[src/rtl/router_pkt_tx_pkg.sv]
// Shared definitions for the router packet transmitter:
// field widths, header layout and tx state encodings.
package router_pkt_tx_pkg;

   localparam int ADDR_W = 2;
   localparam int LEN_W  = 6;
   localparam int DATA_W = 8;

   localparam logic [ADDR_W-1:0] ADDR_INVALID = 2'b11;

   localparam int HDR_ADDR_LSB = 0;
   localparam int HDR_LEN_LSB  = ADDR_W;

   typedef enum logic [2:0] {
      TX_IDLE,
      TX_FILL,
      TX_HEADER,
      TX_PAYLOAD,
      TX_PARITY,
      TX_GAP
   } tx_state_e;

   function automatic logic [DATA_W-1:0] mk_header(
      input logic [LEN_W-1:0]  len,
      input logic [ADDR_W-1:0] addr
   );
      logic [DATA_W-1:0] h;
      h = '0;
      h[HDR_LEN_LSB +: LEN_W]   = len;
      h[HDR_ADDR_LSB +: ADDR_W] = addr;
      return h;
   endfunction

endpackage

[src/rtl/router_tx_buf.sv]
// Payload store: MAX_LEN x 8 RAM, synchronous write, asynchronous read.
// Ports: clock, we/wr_addr/wr_data (write), rd_addr -> rd_data (read).
module router_tx_buf
   import router_pkt_tx_pkg::*;
#(
   parameter int MAX_LEN = 63
) (
   input  logic              clock,
   input  logic              we,
   input  logic [LEN_W-1:0]  wr_addr,
   input  logic [DATA_W-1:0] wr_data,
   input  logic [LEN_W-1:0]  rd_addr,
   output logic [DATA_W-1:0] rd_data
);

   logic [DATA_W-1:0] mem [MAX_LEN];

   always_ff @(posedge clock) begin
      if (we && (int'(wr_addr) < MAX_LEN))
         mem[wr_addr] <= wr_data;
   end

   // The look-ahead read one past the last byte may address MAX_LEN.
   assign rd_data = (int'(rd_addr) < MAX_LEN) ? mem[rd_addr] : '0;

endmodule

[src/rtl/router_pkt_tx.sv]
// Store-and-forward packet source for the router input port.
// Ports: host cmd_*/pay_* handshakes, router busy, pkt_valid/data_out, tx_done/tx_active status.
module router_pkt_tx
   import router_pkt_tx_pkg::*;
#(
   parameter int MAX_LEN    = 63,
   parameter int GAP_CYCLES = 2
) (
   input  logic              clock,
   input  logic              resetn,
   input  logic              cmd_valid,
   output logic              cmd_ready,
   input  logic [ADDR_W-1:0] cmd_addr,
   input  logic [LEN_W-1:0]  cmd_len,
   input  logic              cmd_perr,
   output logic              cmd_err,
   input  logic              pay_valid,
   output logic              pay_ready,
   input  logic [DATA_W-1:0] pay_data,
   input  logic              busy,
   output logic              pkt_valid,
   output logic [DATA_W-1:0] data_out,
   output logic              tx_done,
   output logic              tx_active
);

   tx_state_e         state, state_n;
   logic [ADDR_W-1:0] addr_q, addr_n;
   logic [LEN_W-1:0]  len_q, len_n;
   logic              perr_q, perr_n;
   logic [LEN_W-1:0]  wr_ptr, wr_n;
   logic [LEN_W-1:0]  rd_ptr, rd_n;
   logic [DATA_W-1:0] parity, par_n;
   logic [7:0]        gap_cnt, gap_n;

   logic              cmd_ready_n, cmd_err_n, pay_ready_n;
   logic              pkt_valid_n, tx_done_n, tx_active_n;
   logic [DATA_W-1:0] data_n;

   logic              buf_we;
   logic [LEN_W-1:0]  rd_addr;
   logic [DATA_W-1:0] rd_data;

   // Look ahead one byte so data_out is loaded on the accepting edge.
   assign rd_addr = (state == TX_HEADER) ? '0 : rd_ptr + 1'b1;

   router_tx_buf #(.MAX_LEN(MAX_LEN)) u_buf (
      .clock   (clock),
      .we      (buf_we),
      .wr_addr (wr_ptr),
      .wr_data (pay_data),
      .rd_addr (rd_addr),
      .rd_data (rd_data)
   );

   always_ff @(posedge clock or negedge resetn) begin
      if (!resetn) begin
         state     <= TX_IDLE;
         addr_q    <= '0;
         len_q     <= '0;
         perr_q    <= 1'b0;
         wr_ptr    <= '0;
         rd_ptr    <= '0;
         parity    <= '0;
         gap_cnt   <= '0;
         cmd_ready <= 1'b0;
         cmd_err   <= 1'b0;
         pay_ready <= 1'b0;
         pkt_valid <= 1'b0;
         data_out  <= '0;
         tx_done   <= 1'b0;
         tx_active <= 1'b0;
      end else begin
         state     <= state_n;
         addr_q    <= addr_n;
         len_q     <= len_n;
         perr_q    <= perr_n;
         wr_ptr    <= wr_n;
         rd_ptr    <= rd_n;
         parity    <= par_n;
         gap_cnt   <= gap_n;
         cmd_ready <= cmd_ready_n;
         cmd_err   <= cmd_err_n;
         pay_ready <= pay_ready_n;
         pkt_valid <= pkt_valid_n;
         data_out  <= data_n;
         tx_done   <= tx_done_n;
         tx_active <= tx_active_n;
      end
   end

   always_comb begin
      state_n     = state;
      addr_n      = addr_q;
      len_n       = len_q;
      perr_n      = perr_q;
      wr_n        = wr_ptr;
      rd_n        = rd_ptr;
      par_n       = parity;
      gap_n       = gap_cnt;
      cmd_ready_n = 1'b0;
      cmd_err_n   = 1'b0;
      pay_ready_n = pay_ready;
      pkt_valid_n = pkt_valid;
      data_n      = data_out;
      tx_done_n   = 1'b0;
      tx_active_n = tx_active;
      buf_we      = 1'b0;
      unique case (state)
         TX_IDLE: begin
            cmd_ready_n = 1'b1;
            if (cmd_valid && cmd_ready) begin
               if (cmd_addr == ADDR_INVALID || cmd_len == '0) begin
                  cmd_err_n = 1'b1;
               end else begin
                  addr_n      = cmd_addr;
                  len_n       = cmd_len;
                  perr_n      = cmd_perr;
                  wr_n        = '0;
                  cmd_ready_n = 1'b0;
                  pay_ready_n = 1'b1;
                  tx_active_n = 1'b1;
                  state_n     = TX_FILL;
               end
            end
         end
         TX_FILL: begin
            if (pay_valid && pay_ready) begin
               buf_we = 1'b1;
               wr_n   = wr_ptr + 1'b1;
               if (wr_ptr == len_q - 1'b1) begin
                  pay_ready_n = 1'b0;
                  pkt_valid_n = 1'b1;
                  data_n      = mk_header(len_q, addr_q);
                  state_n     = TX_HEADER;
               end
            end
         end
         TX_HEADER: begin
            if (!busy) begin
               par_n   = data_out;
               rd_n    = '0;
               data_n  = rd_data;
               state_n = TX_PAYLOAD;
            end
         end
         TX_PAYLOAD: begin
            if (!busy) begin
               par_n = parity ^ data_out;
               if (rd_ptr == len_q - 1'b1) begin
                  pkt_valid_n = 1'b0;
                  data_n      = parity ^ data_out
                              ^ {{(DATA_W-1){1'b0}}, perr_q};
                  state_n     = TX_PARITY;
               end else begin
                  rd_n   = rd_ptr + 1'b1;
                  data_n = rd_data;
               end
            end
         end
         TX_PARITY: begin
            if (!busy) begin
               tx_done_n = 1'b1;
               data_n    = '0;
               gap_n     = '0;
               state_n   = TX_GAP;
            end
         end
         TX_GAP: begin
            if (gap_cnt == 8'(GAP_CYCLES - 1)) begin
               tx_active_n = 1'b0;
               cmd_ready_n = 1'b1;
               state_n     = TX_IDLE;
            end else begin
               gap_n = gap_cnt + 8'd1;
            end
         end
         default: state_n = TX_IDLE;
      endcase
   end

endmodule
[config.mk]
export PLATFORM = sky130hd
export DESIGN_NAME = router_pkt_tx
export DESIGN_NICKNAME = d
export VERILOG_FILES = /design/src/rtl/router_pkt_tx_pkg.sv /design/src/rtl/router_tx_buf.sv /design/src/rtl/router_pkt_tx.sv
export SDC_FILE = /design/constraint.sdc
export NUM_CORES = 1
export LEC_CHECK = 0
export ABC_AREA = 1
export CAP_MARGIN = 20
export CORE_MARGIN = 4
export CORE_UTILIZATION = 55
export CTS_BUF_LIST = sky130_fd_sc_hd__clkbuf_16
export DETAILED_ROUTE_END_ITERATION = 6
export GPL_ROUTABILITY_DRIVEN = 0
export GPL_TIMING_DRIVEN = 0
export PLACE_DENSITY = 0.77
export SYNTH_ARGS = -nofsm -noshare
export SYNTH_HDL_FRONTEND = slang
export SYNTH_SLANG_ARGS = --single-unit
[constraint.sdc]
create_clock -name clock -period 3.1 [get_ports clock]
set_input_delay 0.31 -clock clock [delete_from_list [all_inputs] [get_ports clock]]
set_output_delay 0.31 -clock clock [all_outputs]
set_load 0.005 [all_outputs]
### Word-level counts from Yosys, hierarchy flattened

Memory sizes are Yosys's and may differ from the RTL's.
Index checks and enable logic that the tools add are counted.

| word-level totals | value |
|---|---|
| register bits after elaboration | 54 |
| output and inout port bits | 14 |
| bits of input ports | 22 |
| logic and storage cells | 123 |
| memory bits (writable) | 504 |
| memories | 1 |

Memories:

| memory | words | bits a word | rd ports | clocked after memory_dff | wr ports | line | source |
|---|---|---|---|---|---|---|---|
| u_buf.mem | 63 | 8 | 1 | 0 | 1 | router_tx_buf.sv:16 | `logic [DATA_W-1:0] mem [MAX_LEN];` |

| cells by class | value |
|---|---|
| reduce and logical (&&, ||, !) cells | 22 |
| $add $sub $neg | 4 |
| eq/ne operators | 20 |
| bitwise operators | 3 |
| order comparisons | 2 |
| multiplexer cells | 56 |

Operator list:

| kind | number |
|---|---|
| two-way mux 8 bit | 10 |
| two-way mux 6 bit | 7 |
| case mux 8 bit (2 select lines) | 2 |
| case mux 8 bit (4 select lines) | 1 |
| two-way mux 3 bit | 9 |
| case mux 6 bit (2 select lines) | 2 |
| != test 2 bit, second input constant | 11 |
| two-way mux 1 bit | 20 |
| case mux 3 bit (6 select lines) | 1 |
| adder 6 x 1 -> 6 bit, second input constant | 2 |
| == test 6 bit | 2 |
| < comparator 6 bit, second input constant | 2 |
| AND reduction 4 bit | 3 |
| AND reduction 5 bit | 2 |
| nonzero test 2 bit | 5 |
| AND reduction 3 bit | 3 |
| AND reduction 9 bit | 1 |
| adder 8 x 1 -> 8 bit, second input constant | 1 |
| == test 8 x 1 -> 1 bit, second input constant | 1 |
| case mux 1 bit (2 select lines) | 4 |
| XOR 8 x 1 -> 8 bit | 1 |
| XOR 8 bit | 1 |
| == test 3 x 2 -> 1 bit, second input constant | 2 |
| == test 3 bit, second input constant | 2 |
| 10 further kinds | 12 |

### Longest topological paths before layout

| logic depth | value |
|---|---|
| word-level depth | 7 |
| gate-level depth with buffers | 17 |
| mapped depth without buffers | 16 |

### Cells and area by module

A second synthesis with hierarchy kept.

| unflattened totals | value |
|---|---|
| cells, all modules | 2,525 |
| area total of the unflattened synthesis | 24,996.5 um2 |

Modules (own cells, without submodules):

| module | instances | area each (um2) | cells each | seq. area each (um2) |
|---|---|---|---|---|
| router_tx_buf | 1 | 21,635.8 | 2,087 | 15,134.5 |
| router_pkt_tx | 1 | 3,360.7 | 438 | 1,351.3 |

### Least setup slack after synthesis

Ideal clock, no wire load.

| timing path | value |
|---|---|
| path kind | reg-to-reg |
| start point | reg state[0] |
| end point | mem u_buf.mem[48][0] (enable) |
| data required time | 2.730 ns |
| arrival time | 1.925 ns |
| path buffers | 0 |
| period minus slack after synthesis | 2.295 ns |
| cell stages (with the launch flop) | 11 |
| setup time | 0.370 ns |
| path slack | 0.805 ns |
| path through | dfrtp_1 > inv_2 > nor2_1 > inv_1 > nor2_1 > inv_1 > nor2_2 > inv_1 > a21oi_1 > nand3_1 > nor2_1 |

| between the ends | value |
|---|---|
| longest elaborated chain between the ends | 5 |

RTL lines:

| element | line | source |
|---|---|---|
| start: declaration | router_pkt_tx.sv:27 | `tx_state_e state, state_n;` |
| start signal: assignment | router_pkt_tx.sv:74 | `state <= state_n;` |
| == test 3 x 1 -> 1 bit | router_pkt_tx.sv:109 | `unique case (state)` |
| two-way mux 1 bit | router_pkt_tx.sv:109 |  |
| logical AND 1 bit | router_tx_buf.sv:19 | `if (we && (int'(wr_addr) < MAX_LEN))` |
| two-way mux 1 bit | router_tx_buf.sv:19 |  |
| two-way mux 1 bit (implied by the code) | router_tx_buf.sv:20 | `mem[wr_addr] <= wr_data;` |
| end: declaration | router_tx_buf.sv:16 |  |

Every way passes these cells.

### Worst setup path in the final report

| timing path | value |
|---|---|
| start point | reg state[0] |
| end point | mem u_buf.mem[39][6] (enable) |

Same word-level chain as after synthesis.

==> out/metrics.cfg <==
[logic_synthesis]
syn_nets=2276
synth.distinct_cells=33
syn_avg_cell_area_um2=10.68
netlist_instances=2249
synth_seq_area_share_pct=68.63
synth.ff_latch_count=558
yosysWarningCount=0
synth_area_um2=24020

[sta]
finalMaxSlewViolations=0
fmax_mhz=306.6
period_minus_slack_ns=3.262
rsz0062_at_grt=yes
final.setup.worst_slack_ns=-0.1616
hold_ws_ns=0.1524
timing.final.crit_share_pct=105.2
relSlewSlack_pct=21.27
fin_skew_ns=0.02118
finalHoldViolations=0
worst_pin_slew_ns=1.178
setup_viol=117

[power]
max-vdd-ir-drop_uv=502.6
total_power_w=0.02334
p_leak_nw=10.19
cellPowerDensity_nw_per_um2=858.8

[global_route]
grt.total_usage_pct=32.42
grt_pass1_wl_um=112700
grt_pass1_vias=17982
grt.overflow.total=0
antenna_found_initial=2
grt_max_degree=50

[layout]
design_area_um2=27170
seqCellArea_um2=16490
syn_to_final_growth_pct=13.11
drive_above_1_share_pct=9.917
finish.utilization_pct=62.94
multi_input_comb_area_um2=6655
fin_nets=2382
final_cells=2985
antenna_cells=0
fillers=3353

[floorplanning]
die_width_um=217.0
design.portCount=36
initial_utilization_pct=55.65
core-area_um2=43170
die_area_um2=47090
die_height_um=217.0
rows=76

[clock_network]
clk_latency_ns=0.62
cts_root_buf=clkbuf_16
path_clk_slew_ns=0.06
clock-sinks=558
cts_made_buffers=54
cts.path.max_buffers=3
cts_tree=done
htree_levels=2

[detailed_routing]
via_count=19169
firstDrtPassIters=7
ant_nets=0
drtIter0Drc=3448
wl_per_cell_um=26.07
wirelength_um=77820
drc_errors=0
avgViaCountPerCell=6.422

[worst_hold_path]
min_path_type=in -> reg

[critical_path]
end_kind=flop
cp_data_required_time_ns=3.34
cp-start-kind=flop
cp.arrival_ns=3.50
r2r_slack_ns=-0.16
worstSetupPathType=reg -> reg
cp_max_fo=8

[placement]
dp.cells=2878
dp_hpwl_um=50580
place_area_um2=25250
io_buffers=35

[flow_run]
maxCapViolations=0

[status]
outcome=complete, but fails checks
violations=negative setup slack

## cells in the mapped netlist (all sizes together)
cell	number	area [um^2]
nand2	569	2136
edfxtp	504	15130
nand3	503	2530
nor2	192	730.7
inv	124	465.5
a21oi	65	325.3
clkbuf	62	232.7
buf	55	319.1
dfrtp	54	1351
o21ai	43	215.2
xor2	17	148.9
nand4	12	75.07
nor3	7	40.04
o22ai	7	43.79
o211ai	6	45.04
ha	5	62.56
nand3b	5	37.54
xnor2	5	43.79
clkinv	4	15.01
or2	4	25.02
o21a	2	15.01
a211oi	1	7.510
nor3b	1	7.510
o221ai	1	8.760
o31ai	1	7.510
## cells by family (layout without fill, tap and decap cells)
logic type / after synthesis / in the layout / synth area share, %
DFF: 558 / 558 / 68.63
xor gates and xnor gates: 22 / 22 / 0.8021
and+or+nand+nor: 1293 / 1293 / 23.23
AOI/OAI and AO/OA: 126 / 126 / 2.781
buffers and inverters: 245 / 396 / 4.297
adders and majority gates: 5 / 5 / 0.2604
## final timing paths
path | startpoint | end | cells past startpoint
worst max-delay path | state[0] | u_buf.mem[39][6] | 8
worst min-delay path | pay_data[2] | u_buf.mem[17][2] | 1
worst max register to register | state[0] | u_buf.mem[39][6] | 8
worst min register to register | tx_active | tx_active | 2
max in group asynchronous | resetn | state[2] | 3
min in group asynchronous | resetn | data_out[2] | 2
## power breakdown
group          leakage [nW]  total (W)  internal [W]  switching [W]
logic                  4.11    0.00825       0.00220        0.00606
registers              5.22    0.00880       0.00853       0.000273
clock network         0.864    0.00628       0.00341        0.00287
total                  10.2     0.0233        0.0141        0.00920
## state kept, by name, indices dropped and copies added, names as in the netlist, 2 cells and up
register   count
addr_q         2
len_q          6
data_out       8
rd_ptr         6
u_buf.mem    504
state          3
parity         8
wr_ptr         6
gap_cnt        8
## per-stage QoR
stage	setup WS, ns	setup TNS (ns)
after global placement	-0.1359	-15.25
final	-0.1616	-8.398
after floorplan	0.8048	0
after global routing	-0.3515	-48.18
after CTS	-0.1494	-4.529
after detailed placement	-0.1673	-4.316
## worst max-delay path, cell delays in order, from the launching register on
cell and delay, ns:
dfrtp_1 0.38, inv_2 0.08, nor2_1 0.15, inv_1 0.10, nor2_1 0.23, inv_1 0.13
nor2_2 0.29, nand4_1 0.61, nor2_1 0.92
## cell type report
cell class / instances / share of cell area [%]
well taps: 585 / 2.694
multi-input cells: 1446 / 24.49
clock buffers: 54 / 4.973
repair buffers: 50 / 2.035
inverters: 128 / 1.768
flip-flops and latches: 558 / 60.67
clock inverters: 47 / 1.119
plain buffers: 117 / 2.252
## per-layer routing
layer  track usage, %  vias to the layer above  part of all wire, %
li1                 -                     8006                    -
met1            42.14                     8953                   33
met2            48.28                     1831                   43
met3            11.10                      375                   16
met4            17.87                        4                  6.7
met5                0                        -                0.090
## layout by cell type, fill, tap and decap left out, types with 6 or more instances in the layout
cell	instances
nor3_1	6
clkbuf_1	33
o211ai_1	6
inv_1	128
dfrtp_1	54
inv_2	11
clkbuf_16	54
clkinv_1	22
nand2_1	568
edfxtp_1	504
clkdlybuf4s50_1	26
buf_4	22
clkinv_2	7
o21ai_0	40
o22ai_1	7
a21oi_1	65
nor2_1	145
nand3_1	502
nor2_2	39
nand4_1	12
xor2_1	17
nor2_4	8
clkbuf_2	33
buf_2	33
buf_12	9
## repair_timing
| item | 4_1_cts | 5_1_grt |
|---|---|---|
| resized for setup | 5 | 122 |
| endpoints found under the setup margin | 63 | 490 |
| hold endpoints to repair | 24 | 0 |
| hold buffers | 1 | 0 |
| setup buffers | 0 | 5 |
| pin swaps | 0 | 1 |
(Power assumes the default switching activity.)
